<file path="config.mk">
export PLATFORM = sky130hd
export DESIGN_NAME = fetch_stage_flat
export DESIGN_NICKNAME = d
export VERILOG_FILES = /design/src/rtl/fetch_stage_if.sv /design/src/rtl/fetch_stage.sv /design/src/flat_wrapper.sv
export SDC_FILE = /design/constraint.sdc
export NUM_CORES = 1
export LEC_CHECK = 0
export ABC_AREA = 1
export BUFFER_PORTS_ARGS = -buffer_cell sky130_fd_sc_hd__buf_2
export CAP_MARGIN = 15
export CORE_MARGIN = 3
export CORE_UTILIZATION = 35
export CTS_CLUSTER_SIZE = 30
export DETAILED_ROUTE_END_ITERATION = 7
export GPL_TIMING_DRIVEN = 0
export SLEW_MARGIN = 10
export SYNTH_ARGS = -nofsm -noshare
export SYNTH_HDL_FRONTEND = slang
export SYNTH_SLANG_ARGS = --single-unit
export TNS_END_PERCENT = 20
</file>
<file path="constraint.sdc">
create_clock -name clk -period 8.4 [get_ports clk]
set_input_delay 0.84 -clock clk [delete_from_list [all_inputs] [get_ports clk]]
set_output_delay 0.84 -clock clk [all_outputs]
set_load 0.005 [all_outputs]
</file>
<file path="src/rtl/fetch_stage_if.sv">
// Instruction-memory handshake between the fetch stage (master) and the memory (slave).
// One read is outstanding at a time; the slave answers with a single-cycle imem_resp strobe.
interface fetch_stage_if;
    logic [31:0] imem_address;
    logic        imem_read;
    logic [31:0] imem_rdata;
    logic        imem_resp;

    modport master (
        output imem_address,
        output imem_read,
        input  imem_rdata,
        input  imem_resp
    );

    modport slave (
        input  imem_address,
        input  imem_read,
        output imem_rdata,
        output imem_resp
    );
endinterface

</file>
<file path="src/rtl/fetch_stage.sv">
// IF stage of the 5-stage RV32I pipeline: owns the PC, runs the imem handshake and predicts next_pc
// from a 2-bit-counter BHT (conditional branches) plus direct JAL targets.
module fetch_stage #(
    parameter logic [31:0] RESET_PC     = 32'h0000_0060,
    parameter int          BHT_IDX_BITS = 6
) (
    input  logic               clk,
    input  logic               rst,
    fetch_stage_if.master      imem,
    input  logic               stall,
    input  logic               redirect,
    input  logic [31:0]        redirect_pc,
    input  logic               bht_update,
    input  logic [31:0]        bht_update_pc,
    input  logic               bht_update_taken,
    output logic [31:0]        pc_out,
    output logic [31:0]        pc_plus4_out,
    output logic [31:0]        next_pc_out,
    output logic [31:0]        instr_out,
    output logic               predicted_direction_out,
    output logic               instr_valid
);

    localparam int         BHT_SIZE  = 1 << BHT_IDX_BITS;
    localparam logic [6:0] OP_BRANCH = 7'b1100011;
    localparam logic [6:0] OP_JAL    = 7'b1101111;

    typedef enum logic [1:0] {
        FETCH   = 2'd0,
        HOLD    = 2'd1,
        DISCARD = 2'd2
    } fetch_state_t;

    fetch_state_t state, state_next;
    logic [31:0]  pc, pc_next;
    logic [31:0]  pending_pc, pending_next;
    logic [31:0]  hold_instr, hold_next;
    logic         deliver;

    logic [1:0]   bht [BHT_SIZE];

    logic [31:0]             fetch_word;
    logic [6:0]              opcode;
    logic [31:0]             b_imm;
    logic [31:0]             j_imm;
    logic [BHT_IDX_BITS-1:0] lookup_idx;
    logic [BHT_IDX_BITS-1:0] update_idx;
    logic [1:0]              lookup_counter;
    logic [31:0]             predicted_pc;
    logic                    predicted_taken;
    logic                    unused_update_bits;

    // The delivered word comes straight from memory in FETCH (zero added latency) or from the buffer in HOLD.
    assign fetch_word     = (state == HOLD) ? hold_instr : imem.imem_rdata;
    assign opcode         = fetch_word[6:0];
    assign b_imm          = {{20{fetch_word[31]}}, fetch_word[7], fetch_word[30:25],
                             fetch_word[11:8], 1'b0};
    assign j_imm          = {{12{fetch_word[31]}}, fetch_word[19:12], fetch_word[20],
                             fetch_word[30:21], 1'b0};
    assign lookup_idx     = pc[BHT_IDX_BITS+1:2];
    assign update_idx     = bht_update_pc[BHT_IDX_BITS+1:2];
    assign lookup_counter = bht[lookup_idx];
    assign unused_update_bits = ^{bht_update_pc[31:BHT_IDX_BITS+2], bht_update_pc[1:0]};

    always_comb begin
        predicted_pc    = pc + 32'd4;
        predicted_taken = 1'b0;
        if (opcode == OP_BRANCH && lookup_counter[1]) begin
            predicted_pc    = pc + b_imm;
            predicted_taken = 1'b1;
        end else if (opcode == OP_JAL) begin
            predicted_pc    = pc + j_imm;
            predicted_taken = 1'b1;
        end
    end

    // Redirect outranks everything; a redirect during an outstanding read must wait for that read to drain.
    always_comb begin
        state_next   = state;
        pc_next      = pc;
        pending_next = pending_pc;
        hold_next    = hold_instr;
        deliver      = 1'b0;
        case (state)
            FETCH: begin
                if (redirect) begin
                    if (imem.imem_resp) begin
                        pc_next = redirect_pc;
                    end else begin
                        pending_next = redirect_pc;
                        state_next   = DISCARD;
                    end
                end else if (imem.imem_resp) begin
                    if (stall) begin
                        hold_next  = imem.imem_rdata;
                        state_next = HOLD;
                    end else begin
                        deliver = 1'b1;
                    end
                end
            end
            HOLD: begin
                if (redirect) begin
                    hold_next  = '0;
                    pc_next    = redirect_pc;
                    state_next = FETCH;
                end else if (!stall) begin
                    deliver = 1'b1;
                end
            end
            DISCARD: begin
                if (imem.imem_resp) begin
                    pc_next    = redirect ? redirect_pc : pending_pc;
                    state_next = FETCH;
                end else if (redirect) begin
                    pending_next = redirect_pc;
                end
            end
            default: begin
                state_next = FETCH;
            end
        endcase
        if (deliver) begin
            pc_next    = predicted_pc;
            state_next = FETCH;
        end
    end

    always_ff @(posedge clk) begin
        if (rst) begin
            state      <= FETCH;
            pc         <= RESET_PC;
            pending_pc <= '0;
            hold_instr <= '0;
        end else begin
            state      <= state_next;
            pc         <= pc_next;
            pending_pc <= pending_next;
            hold_instr <= hold_next;
        end
    end

    // Saturating counters; a lookup of the index being updated this cycle still sees the old value.
    always_ff @(posedge clk) begin
        if (rst) begin
            for (int i = 0; i < BHT_SIZE; i++) begin
                bht[i] <= 2'b01;
            end
        end else if (bht_update) begin
            if (bht_update_taken) begin
                if (bht[update_idx] != 2'b11) begin
                    bht[update_idx] <= bht[update_idx] + 2'b01;
                end
            end else begin
                if (bht[update_idx] != 2'b00) begin
                    bht[update_idx] <= bht[update_idx] - 2'b01;
                end
            end
        end
    end

    // During the reset cycle every output is forced quiet, whatever state the registers hold.
    assign imem.imem_read          = !rst && (state != HOLD);
    assign imem.imem_address       = rst ? 32'd0 : pc;
    assign instr_valid             = !rst && deliver;
    assign pc_out                  = rst ? 32'd0 : pc;
    assign pc_plus4_out            = rst ? 32'd0 : (pc + 32'd4);
    assign next_pc_out             = rst ? 32'd0 : predicted_pc;
    assign instr_out               = rst ? 32'd0 : fetch_word;
    assign predicted_direction_out = !rst && predicted_taken;

endmodule

</file>
<file path="src/flat_wrapper.sv">
// flat-port wrapper written by rule: the top's interface ports become plain ports
module fetch_stage_flat 
#(
    parameter logic [31:0] RESET_PC     = 32'h0000_0060,
    parameter int          BHT_IDX_BITS = 6
)
  (clk, rst, stall, redirect, redirect_pc, bht_update, bht_update_pc, bht_update_taken, pc_out, pc_plus4_out, next_pc_out, instr_out, predicted_direction_out, instr_valid, imem_imem_address, imem_imem_read, imem_imem_rdata, imem_imem_resp);
  fetch_stage_if imem_i ();
  input  logic clk;
  input  logic rst;
  input  logic stall;
  input  logic redirect;
  input  logic [31:0] redirect_pc;
  input  logic bht_update;
  input  logic [31:0] bht_update_pc;
  input  logic bht_update_taken;
  output logic [31:0] pc_out;
  output logic [31:0] pc_plus4_out;
  output logic [31:0] next_pc_out;
  output logic [31:0] instr_out;
  output logic predicted_direction_out;
  output logic instr_valid;
  output wire logic [$bits(imem_i.imem_address)-1:0] imem_imem_address;
  output wire logic [$bits(imem_i.imem_read)-1:0] imem_imem_read;
  input wire logic [$bits(imem_i.imem_rdata)-1:0] imem_imem_rdata;
  input wire logic [$bits(imem_i.imem_resp)-1:0] imem_imem_resp;
  assign imem_imem_address = imem_i.imem_address;
  assign imem_imem_read = imem_i.imem_read;
  assign imem_i.imem_rdata = imem_imem_rdata;
  assign imem_i.imem_resp = imem_imem_resp;
  fetch_stage #(.RESET_PC(RESET_PC), .BHT_IDX_BITS(BHT_IDX_BITS)) u_core (.clk(clk), .rst(rst), .imem(imem_i), .stall(stall), .redirect(redirect), .redirect_pc(redirect_pc), .bht_update(bht_update), .bht_update_pc(bht_update_pc), .bht_update_taken(bht_update_taken), .pc_out(pc_out), .pc_plus4_out(pc_plus4_out), .next_pc_out(next_pc_out), .instr_out(instr_out), .predicted_direction_out(predicted_direction_out), .instr_valid(instr_valid));
endmodule
</file>
# After elaboration in Yosys (flattened, before gate mapping)
# Memory sizes are Yosys's and may differ from the RTL's. A register that Yosys moved wholly into a read port is not among the register bits.
# Cells that the tools add are included.
# Widths: inputs -> output; s select.
# totals
regBits	98
ram_bits	128
inputBits	103
wordCells	103
n_memories	1
# op_classes
addsub	5
eq_ne	21
muxes	55
bitwise	1
reduce_logical	16
# memory_table
memory	depth	word_bits	read_ports	rd_clocked_by_memory_dff	write_ports	line_no	text
u_core.bht	64	2	2	1	64	fetch_stage.sv:40	logic [1:0] bht [BHT_SIZE];
# op_table
operator	n
$mux 32	20
$pmux 32 s2	2
$pmux 32 s3	1
$add 32x32->32	2
$add 32x3->32 const B	1
$mux 1	19
$mux 6	3
$ne 2x2->1 const B	9
$mux 2	8
$reduce_and 5->1	3
$eq 7x7->1 const B	2
$ne 3x2->1 const B	4
$ne 3x3->1 const B	3
$pmux 2 s3	1
$reduce_bool 2->1	3
$logic_and 1x1->1	4
$reduce_and 4->1	1
$reduce_bool 4->1	1
$reduce_or 2->1	2
$add 2x1->2 const B	1
$eq 2x1->1 const B	1
$eq 2x2->1 const B	1
$logic_not 2->1	1
$ne 2x1->1 const B	1
other kinds (4)	4

# Longest topological paths before layout
# Gate-level depths: netlist of run 1.
# An unclocked memory read counts as a cell.
# logic_depth
word_depth	10
depth_mapped	25
mapped_depth_nobuf	22

# Least setup slack after synthesis of run 1
# Ideal clock, no wire load.
# synth_timing
path_type	flip-flop to output port
startpoint	reg u_core.state[1]
endpoint	out next_pc_out[21]
t_arrival_ps	3768
required_time_ps	7560
path_slack_ps	3792
stages_incl_launch_ff	17
path_buffers	3
cell_sequence	dfxtp_1 -> clkbuf_2 -> inv_1 -> nand2_2 -> buf_2 -> o21ai_0 -> ha_1 -> clkbuf_1 -> nand2_1 -> nor2_1 -> inv_1 -> nor2_1 -> nand4_1 -> nand3_1 -> xor2_1 -> nand3_1 -> a21oi_1
# synth_between
elab_chain_cells	6
elab_cells_between_ends	10
# synth_rtl
item	line_no	text
start, declared	fetch_stage.sv:34	fetch_state_t state, state_next;
start signal, assigned	fetch_stage.sv:136	state <= state_next;
$eq 2x1->1 (*)	fetch_stage.sv:54	assign fetch_word = (state == HOLD) ? hold_instr : imem.imem_rdata;
$mux 32 (*)	fetch_stage.sv:54	
$add 32x32->32, or another cell as far along	fetch_stage.sv:72	predicted_pc = pc + j_imm;
$mux 32 / $logic_and 1x1->1 (equally long branches)	fetch_stage.sv:71, fetch_stage.sv:68	
$mux 32 (*)	fetch_stage.sv:68	if (opcode == OP_BRANCH && lookup_counter[1]) begin
$mux 32 (*)	fetch_stage.sv:168	assign next_pc_out = rst ? 32'd0 : predicted_pc;
end, declared	flat_wrapper.sv:19	output logic [31:0] next_pc_out;
# Mark *: on every way between the ends. The rest lies on a longest branch, timed or not.

# Worst setup path after layout of run 1
# layout_timing
startpoint	reg u_core.state[1]
endpoint	out next_pc_out[11]
# Same word-level chain as after synthesis.

==> qor.yml, run 1 <==
outcome:
  status: "complete, no violations"
synth:
  syn_nets: 3230
  yosys.area_share.xor_xnor_pct: 1.69
  synth-edff-count: 128
  synth_compound_area_share_pct: 7.66
  ys.flop_type: "edfxtp_1"
  syn_area_mm2: 0.0186
  syn_inst: 3076
  synth_top_area_share_pct: 24.4
  synthMuxAreaShare_pct: 0
  yosys.area_share.adder_pct: 3.51
  ys_ff_latch: 232
  async_flop_share_pct: 0
  synth_top_family_by_area: "simple AND/OR/NAND/NOR gates"
  yosysMostFrequentCell: "nand2_1"
  yosysSeqAreaShare_pct: 31.8
  synthTopCellsByArea: "nand2_1, edfxtp_1, dfxtp_1"
  ys_types: 33
  synth.largest_area_cell: "nand2_1"
  yosys_warnings: 0
  ys_top_cells_by_count: "nand2_1, inv_1, nor2_1"
  yosys.area_share.simple_pct: 43.4
  syn_avg_cell_area_um2: 6.06
cts:
  cts-htree-levels: 1
  clk_latency_ps: 610
  cts_setup_buffers: 0
  cts_tree: "yes"
  cts-root-buf: "clkbuf_16"
  ctsResizeCount: 0
  ctsHoldBuffers: 0
  clk_pin_slew_ps: 60
  cts.path.max_buffers: 3
  cts.sinks: 232
  cts_buffers: 28
power_and_ir_drop:
  power_density_mw_per_mm2: 163
  leakage_nw: 10.9
  vdd_drop_max_v: 0.000150
die:
  io_pins: 266
  dieHeight_um: 237
  die_w_um: 237
  dieArea_mm2: 0.0560
  coreArea_mm2: 0.0520
  initial_core_util_pct: 35.8
  rows: 83
sta:
  clock_skew_ps: 46.9
  final-setup-viol-count: 0
  fmax_mhz: 178
  worst_pin_slew_ps: 1100
  period_share_pct: 67.0
  hold_viol_final: 0
  rsz0062_at_grt: "no"
  min_period_ps: 5630
  max_slew_margin_pct: 26.5
  slew_violations: 0
  finalSetupTns_ps: 0
setup_path:
  slowest_delay_ps: 440
  worst-path-buf-inv: 7
  crit_type: "register to output pin"
  worstReg2RegEnd: "u_core.pc[27]"
  crit_chain: "clkbuf_2 -> inv_1 -> nand2_2 -> buf_2 -> buf_1 -> nand2_1 -> nand2_1 -> ha_1 -> inv_1 -> fa_1 -> inv_1 -> nand3_1 -> nand2_1 -> nand2_1 -> nand2_1 -> nand2_1 -> nand2_1 -> xor2_1 -> nand3_1 -> a21oi_1 -> buf_2"
  cp_common_cell: "nand2_1"
  worstSetupEndpointType: "output pin"
  cpMaxStageDelayCell: "a21oi_1"
  critPathMaxFanout: 10
  start_kind: "register"
  regToRegSetupSlack_ps: 4260
  worst_ep_required_time_ps: 7560
  r2r_cells: 24
  cpLargestDelayFamily: "simple AND/OR/NAND/NOR gates"
  arrival_ps: 4790
  rr_startpoint: "u_core.state[1]"
grt:
  grt_max_degree: 18
  antenna_found_initial: 2
  grt_pass1_vias: 19929
  overflow: 0
  grt.total_usage_pct: 29.4
  grt_pass1_wl_um: 125000
layout:
  final_util_pct: 41.6
  num-nets-final: 3501
  layout.cells.non_filler: 4050
  drive_gt1_share_pct: 12.3
  area_delta_synth_final_pct: 16.3
detailed_routing:
  route.detailed.drc: 0
  wirelength_um: 86200
  drt_iter0_markers: 2567
  via_per_inst: 5.34
  final_antenna_net_count: 0
  num_vias: 21607
  dr.pass1.iters: 7
  routedWlPerCell_um: 21.3
placed_design:
  gp_congestion: 1.05
  port_buffers: 234
  dpl.cell_count: 3996
  dp.final_hpwl_um: 67500
hold_path:
  min_path_cells: 2
  holdPathEnd: "u_core.hold_instr[0]"
  min-delay-start: "u_core.hold_instr[0]"
  hold_path.class: "register to register"
flow_run:
  cap_violations: 0
## worst reg2reg max path: stages (launching register included)
cell	delay, ps
dfxtp_1	300
clkbuf_2	180
inv_1	70
nand2_2	160
buf_2	280
buf_1	360
nand2_1	210
nand2_1	120
ha_1	180
inv_1	60
fa_1	410
inv_1	80
nand3_1	60
nand2_1	260
nand2_1	90
nand2_1	180
nand2_1	70
nand2_1	170
nand2_1	130
nand3_1	100
nand2_1	90
nand3_1	130
nand3_1	170
nand2_1	110
nand2_1	50
## kinds of logic (layout without fill, tap and decap cells)
group / count (synthesis) / in the layout
other: 0 / 1
adder cells (fa/ha/maj): 51 / 51
AO/OA/AOI/OAI: 281 / 281
XOR/XNOR: 36 / 36
AND/OR/NAND/NOR: 1951 / 1951
buffers and inverters: 525 / 818
flip-flops: 232 / 232
## layer usage
| metal | part of all wire [%] | up-vias | track usage (%) |
|---|---|---|---|
| met5 | 0.015 | - | 0 |
| met3 | 10 | 228 | 4.47 |
| met4 | 5.7 | 2 | 13.5 |
| met2 | 45 | 1260 | 48.1 |
| li1 | - | 10306 | - |
| met1 | 39 | 9811 | 38.3 |
## stage by stage
step                      total power [mW]  area, um2  worst slack (ps)  hold WS, ps
final                                 3.53      21700              2770          455
after global routing                  3.68      21700              2580          480
after CTS                             3.51      21700              2920          457
after detailed placement              2.30      20800              3570          446
after global placement                2.30      20700              1760          438
after floorplan                       1.91      18600              3790          424
## cell usage in the layout, fill, tap and decap left out, types with 6 or more instances in the layout
| master | netlist | final |
|---|---|---|
| a21oi_1 | 165 | 165 |
| nor3_1 | 37 | 30 |
| edfxtp_1 | 128 | 128 |
| inv_1 | 322 | 322 |
| nand2_1 | 1211 | 1211 |
| xnor2_1 | 6 | 6 |
| buf_1 | 15 | 15 |
| clkinv_2 | 0 | 6 |
| buf_4 | 39 | 42 |
| buf_2 | 31 | 267 |
| buf_6 | 10 | 11 |
| or2_2 | 28 | 28 |
| nand3_1 | 284 | 284 |
| o21ai_0 | 105 | 104 |
| xor2_1 | 30 | 30 |
| clkbuf_1 | 102 | 108 |
| nor2_1 | 294 | 294 |
| nand4_1 | 78 | 78 |
| dfxtp_1 | 104 | 104 |
| nor3_2 | 7 | 14 |
| clkbuf_16 | 0 | 28 |
| ha_1 | 49 | 49 |
## registers in the layout (all words and copies together) (netlist names), named ones only
| register | cells |
|---|---|
| u_core.bht | 128 |
| u_core.hold_instr | 32 |
| u_core.pc | 32 |
| u_core.pending_pc | 32 |
| u_core.state | 2 |
## report_power, final
group / internal, mW / total (mW) / leakage [nW] / switching [mW]
combinational: 0.291 / 1.02 / 8.50 / 0.725
sequential: 1.24 / 1.29 / 1.98 / 0.0480
clock: 0.683 / 1.22 / 0.438 / 0.535
total: 2.22 / 3.53 / 10.9 / 1.31
## final cells by class
| cell class | instances | area [um2] |
|---|---|---|
| antenna | 1 | 2.50 |
| buffer | 198 | 1000 |
| clock buffer | 38 | 778 |
| clock inverter | 14 | 129 |
| fill | 5745 | 30400 |
| inverter | 327 | 1230 |
| multi-input combinational | 2319 | 10500 |
| sequential | 232 | 5930 |
| tap | 680 | 851 |
| timing repair buffer | 241 | 1230 |
## how the worst max path moves through the flow
stage | startpoint | to | slack [ps] | depth (start not counted)
2_1_floorplan | u_core.state[1] | next_pc_out[21] | 3790 | 16
3_3_place_gp | u_core.state[1] | next_pc_out[28] | 1760 | 18
3_5_place_dp | u_core.state[1] | next_pc_out[11] | 3570 | 21
4_1_cts | u_core.state[1] | next_pc_out[11] | 2920 | 21
5_1_grt | u_core.state[1] | next_pc_out[19] | 2580 | 24
6_report | u_core.state[1] | next_pc_out[11] | 2770 | 21
No activity file was read; power rests on OpenSTA's default activity.
==> inputs of run 2 (changes only) <==
clock period = 5.2 ns   (was 8.4 ns; I/O delays follow)
==> qor.yml, run 2 (same netlist as run 1, synthesis figures left out) <==
outcome:
  status: "complete, no violations"  # unchanged
power_and_ir_drop:
  vdd_drop_max_v: 0.000242  # was 0.000150 V
  power_density_mw_per_mm2: 263  # was 163 mW/mm2
  power.total_mw: 5.70  # was 3.53 mW
  leakage_nw: 10.9  # about the same
layout:
  mostFrequentLayoutCell: "nand2_1"  # unchanged
  final_util_pct: 41.7  # was 41.6%
  num-nets-final: 3500  # was 3501
  drive_gt1_share_pct: 12.6  # was 12.3%
  area_delta_synth_final_pct: 16.4  # was 16.3%
  final_cell_mix: "nand2_1, inv_1, nor2_1, nand3_1, buf_2"  # unchanged
  largest-register: "u_core.bht"  # unchanged
  largest_reg_flops: 128  # unchanged
placed_design:
  port_buffers: 234  # unchanged
  dp.final_hpwl_um: 67500  # unchanged
  gp_congestion: 1.05  # unchanged
sta:
  slew_violations: 0  # unchanged
  max_slew_margin_pct: 30.0  # was 26.5%
  min_period_ps: 4980
  fmax_mhz: 201
  final-setup-viol-count: 0  # unchanged
  period_share_pct: 95.9
  worst_pin_slew_ps: 1040  # was 1100 ps
  hold_viol_final: 0  # unchanged
  hold_slack_ps: 302  # was 455 ps
  rsz0062_at_grt: "no"  # unchanged
  clock_skew_ps: 47.6  # was 46.9 ps
cts:
  cts-root-buf: "clkbuf_16"  # unchanged
  cts_tree: "yes"  # unchanged
  clk_latency_ps: 610  # about the same
  cts_setup_buffers: 0  # unchanged
  cts-htree-levels: 1  # unchanged
  cts_buffers: 28  # unchanged
  cts.path.max_buffers: 3  # unchanged
  ctsHoldBuffers: 0  # unchanged
  clk_pin_slew_ps: 60  # about the same
  cts.sinks: 232  # unchanged
die:
  io_pins: 266  # unchanged
  dieHeight_um: 237  # unchanged
  coreArea_mm2: 0.0520  # unchanged
  initial_core_util_pct: 35.8  # unchanged
  dieArea_mm2: 0.0560  # unchanged
  die_w_um: 237  # unchanged
  rows: 83  # unchanged
grt:
  grt_pass1_wl_um: 125000  # unchanged
  grt_max_degree: 18  # unchanged
  grt.total_usage_pct: 29.4  # unchanged
  overflow: 0  # unchanged
  grt_pass1_vias: 19929  # unchanged
  antenna_found_initial: 2  # unchanged
hold_path:
  hold_path.class: "input port to register"  # was register to register
  holdPathEnd: "u_core.pending_pc[24]"  # was u_core.hold_instr[0]
  min-delay-start: "redirect_pc[24]"  # was u_core.hold_instr[0]
  min_path_cells: 5  # was 2
setup_path:
  worstReg2RegEnd: "u_core.pc[27]"  # unchanged
  worstSetupEndpointType: "output pin"  # unchanged
  regToRegSetupSlack_ps: 1360  # was 4260 ps
  start_kind: "register"  # unchanged
  rr_startpoint: "u_core.state[1]"  # unchanged
  worst_ep_required_time_ps: 4680  # was 7560 ps
  critPathMaxFanout: 10  # unchanged
  r2r_cells: 24  # unchanged
  arrival_ps: 4460  # was 4790 ps
  crit_type: "register to output pin"  # unchanged
detailed_routing:
  num_vias: 21689  # was 21607
  routedWlPerCell_um: 21.3  # about the same
  wirelength_um: 86200  # about the same
  drt_iter0_markers: 2665  # was 2567
  final_antenna_net_count: 0  # unchanged
  via_per_inst: 5.36  # was 5.34
  route.detailed.drc: 0  # unchanged
  dr.pass1.iters: 8  # was 7
flow_run:
  cap_violations: 0  # unchanged
## run 2: worst max-delay path, cell delays in order (launching register included)
cell      delay [ps]
dfxtp_1          300
clkbuf_2         180
inv_1             70
nand2_2          160
clkbuf_4         250
clkbuf_2         230
nand2_1          150
nand2_1          100
ha_1             180
inv_1             60
fa_1             410
inv_1             80
nand3_1           70
nand2_2          180
nand2_1           70
nand2_1          170
nand2_1           70
nand2_1          180
xor2_1           190
nand3_1          130
a21oi_1          410
buf_2            200
## run 2: worst max-delay path by stage
stage               slack, ps              end            start  cells past startpoint
finish                    220  next_pc_out[11]  u_core.state[1]                     21
floorplan                 910  next_pc_out[21]  u_core.state[1]                     16
CTS                        40  next_pc_out[11]  u_core.state[1]                     21
global route                3   next_pc_out[9]  u_core.state[1]                     21
detailed placement        690  next_pc_out[11]  u_core.state[1]                     21
global placement        -1120  next_pc_out[28]  u_core.state[1]                     18
## run 2: cell type report
| class | count | area [um2] |
|---|---|---|
| Tap cell | 680 | 851 |
| Sequential cell | 232 | 5930 |
| Clock buffer | 38 | 778 |
| Multi-Input combinational cell | 2319 | 10500 |
| Antenna cell | 1 | 2.50 |
| Buffer | 197 | 1010 |
| Inverter | 327 | 1230 |
| Fill cell | 5748 | 30300 |
| Timing Repair Buffer | 241 | 1230 |
| Clock inverter | 14 | 129 |
## run 2: layer usage
| metal | vias to the layer above | GRT usage, % | part of all wire, % |
|---|---|---|---|
| met5 | - | 0 | 0.015 |
| met4 | 2 | 13.5 | 5.6 |
| met3 | 222 | 4.47 | 9.7 |
| met2 | 1244 | 48.1 | 45 |
| met1 | 9916 | 38.3 | 40 |
| li1 | 10305 | - | - |
## run 2: what timing repair did
item | 4_1_cts | 5_1_grt
gates resized for setup | 0 | 10
endpoints found under the hold margin | 0 | 0
setup endpoints to repair | 0 | 15
## run 2: report_power, final
part | total (mW) | internal (mW) | switching [mW]
clock | 1.97 | 1.10 | 0.866
sequential | 2.09 | 2.01 | 0.0779
combinational | 1.64 | 0.472 | 1.17
## run 2: stage by stage
stage / area (um2) / setup WS (ps) / setup TNS, ps / std cells
2_1_floorplan: 18600 / 912 / 0 / 3076
3_3_place_gp: 20700 / -1120 / -18260 / 3990
3_5_place_dp: 20800 / 691 / 0 / 3996
4_1_cts: 21700 / 44.2 / 0 / 4048
5_1_grt: 21700 / 3.41 / 0 / 4049
6_report: 21700 / 215 / 0 / 4049
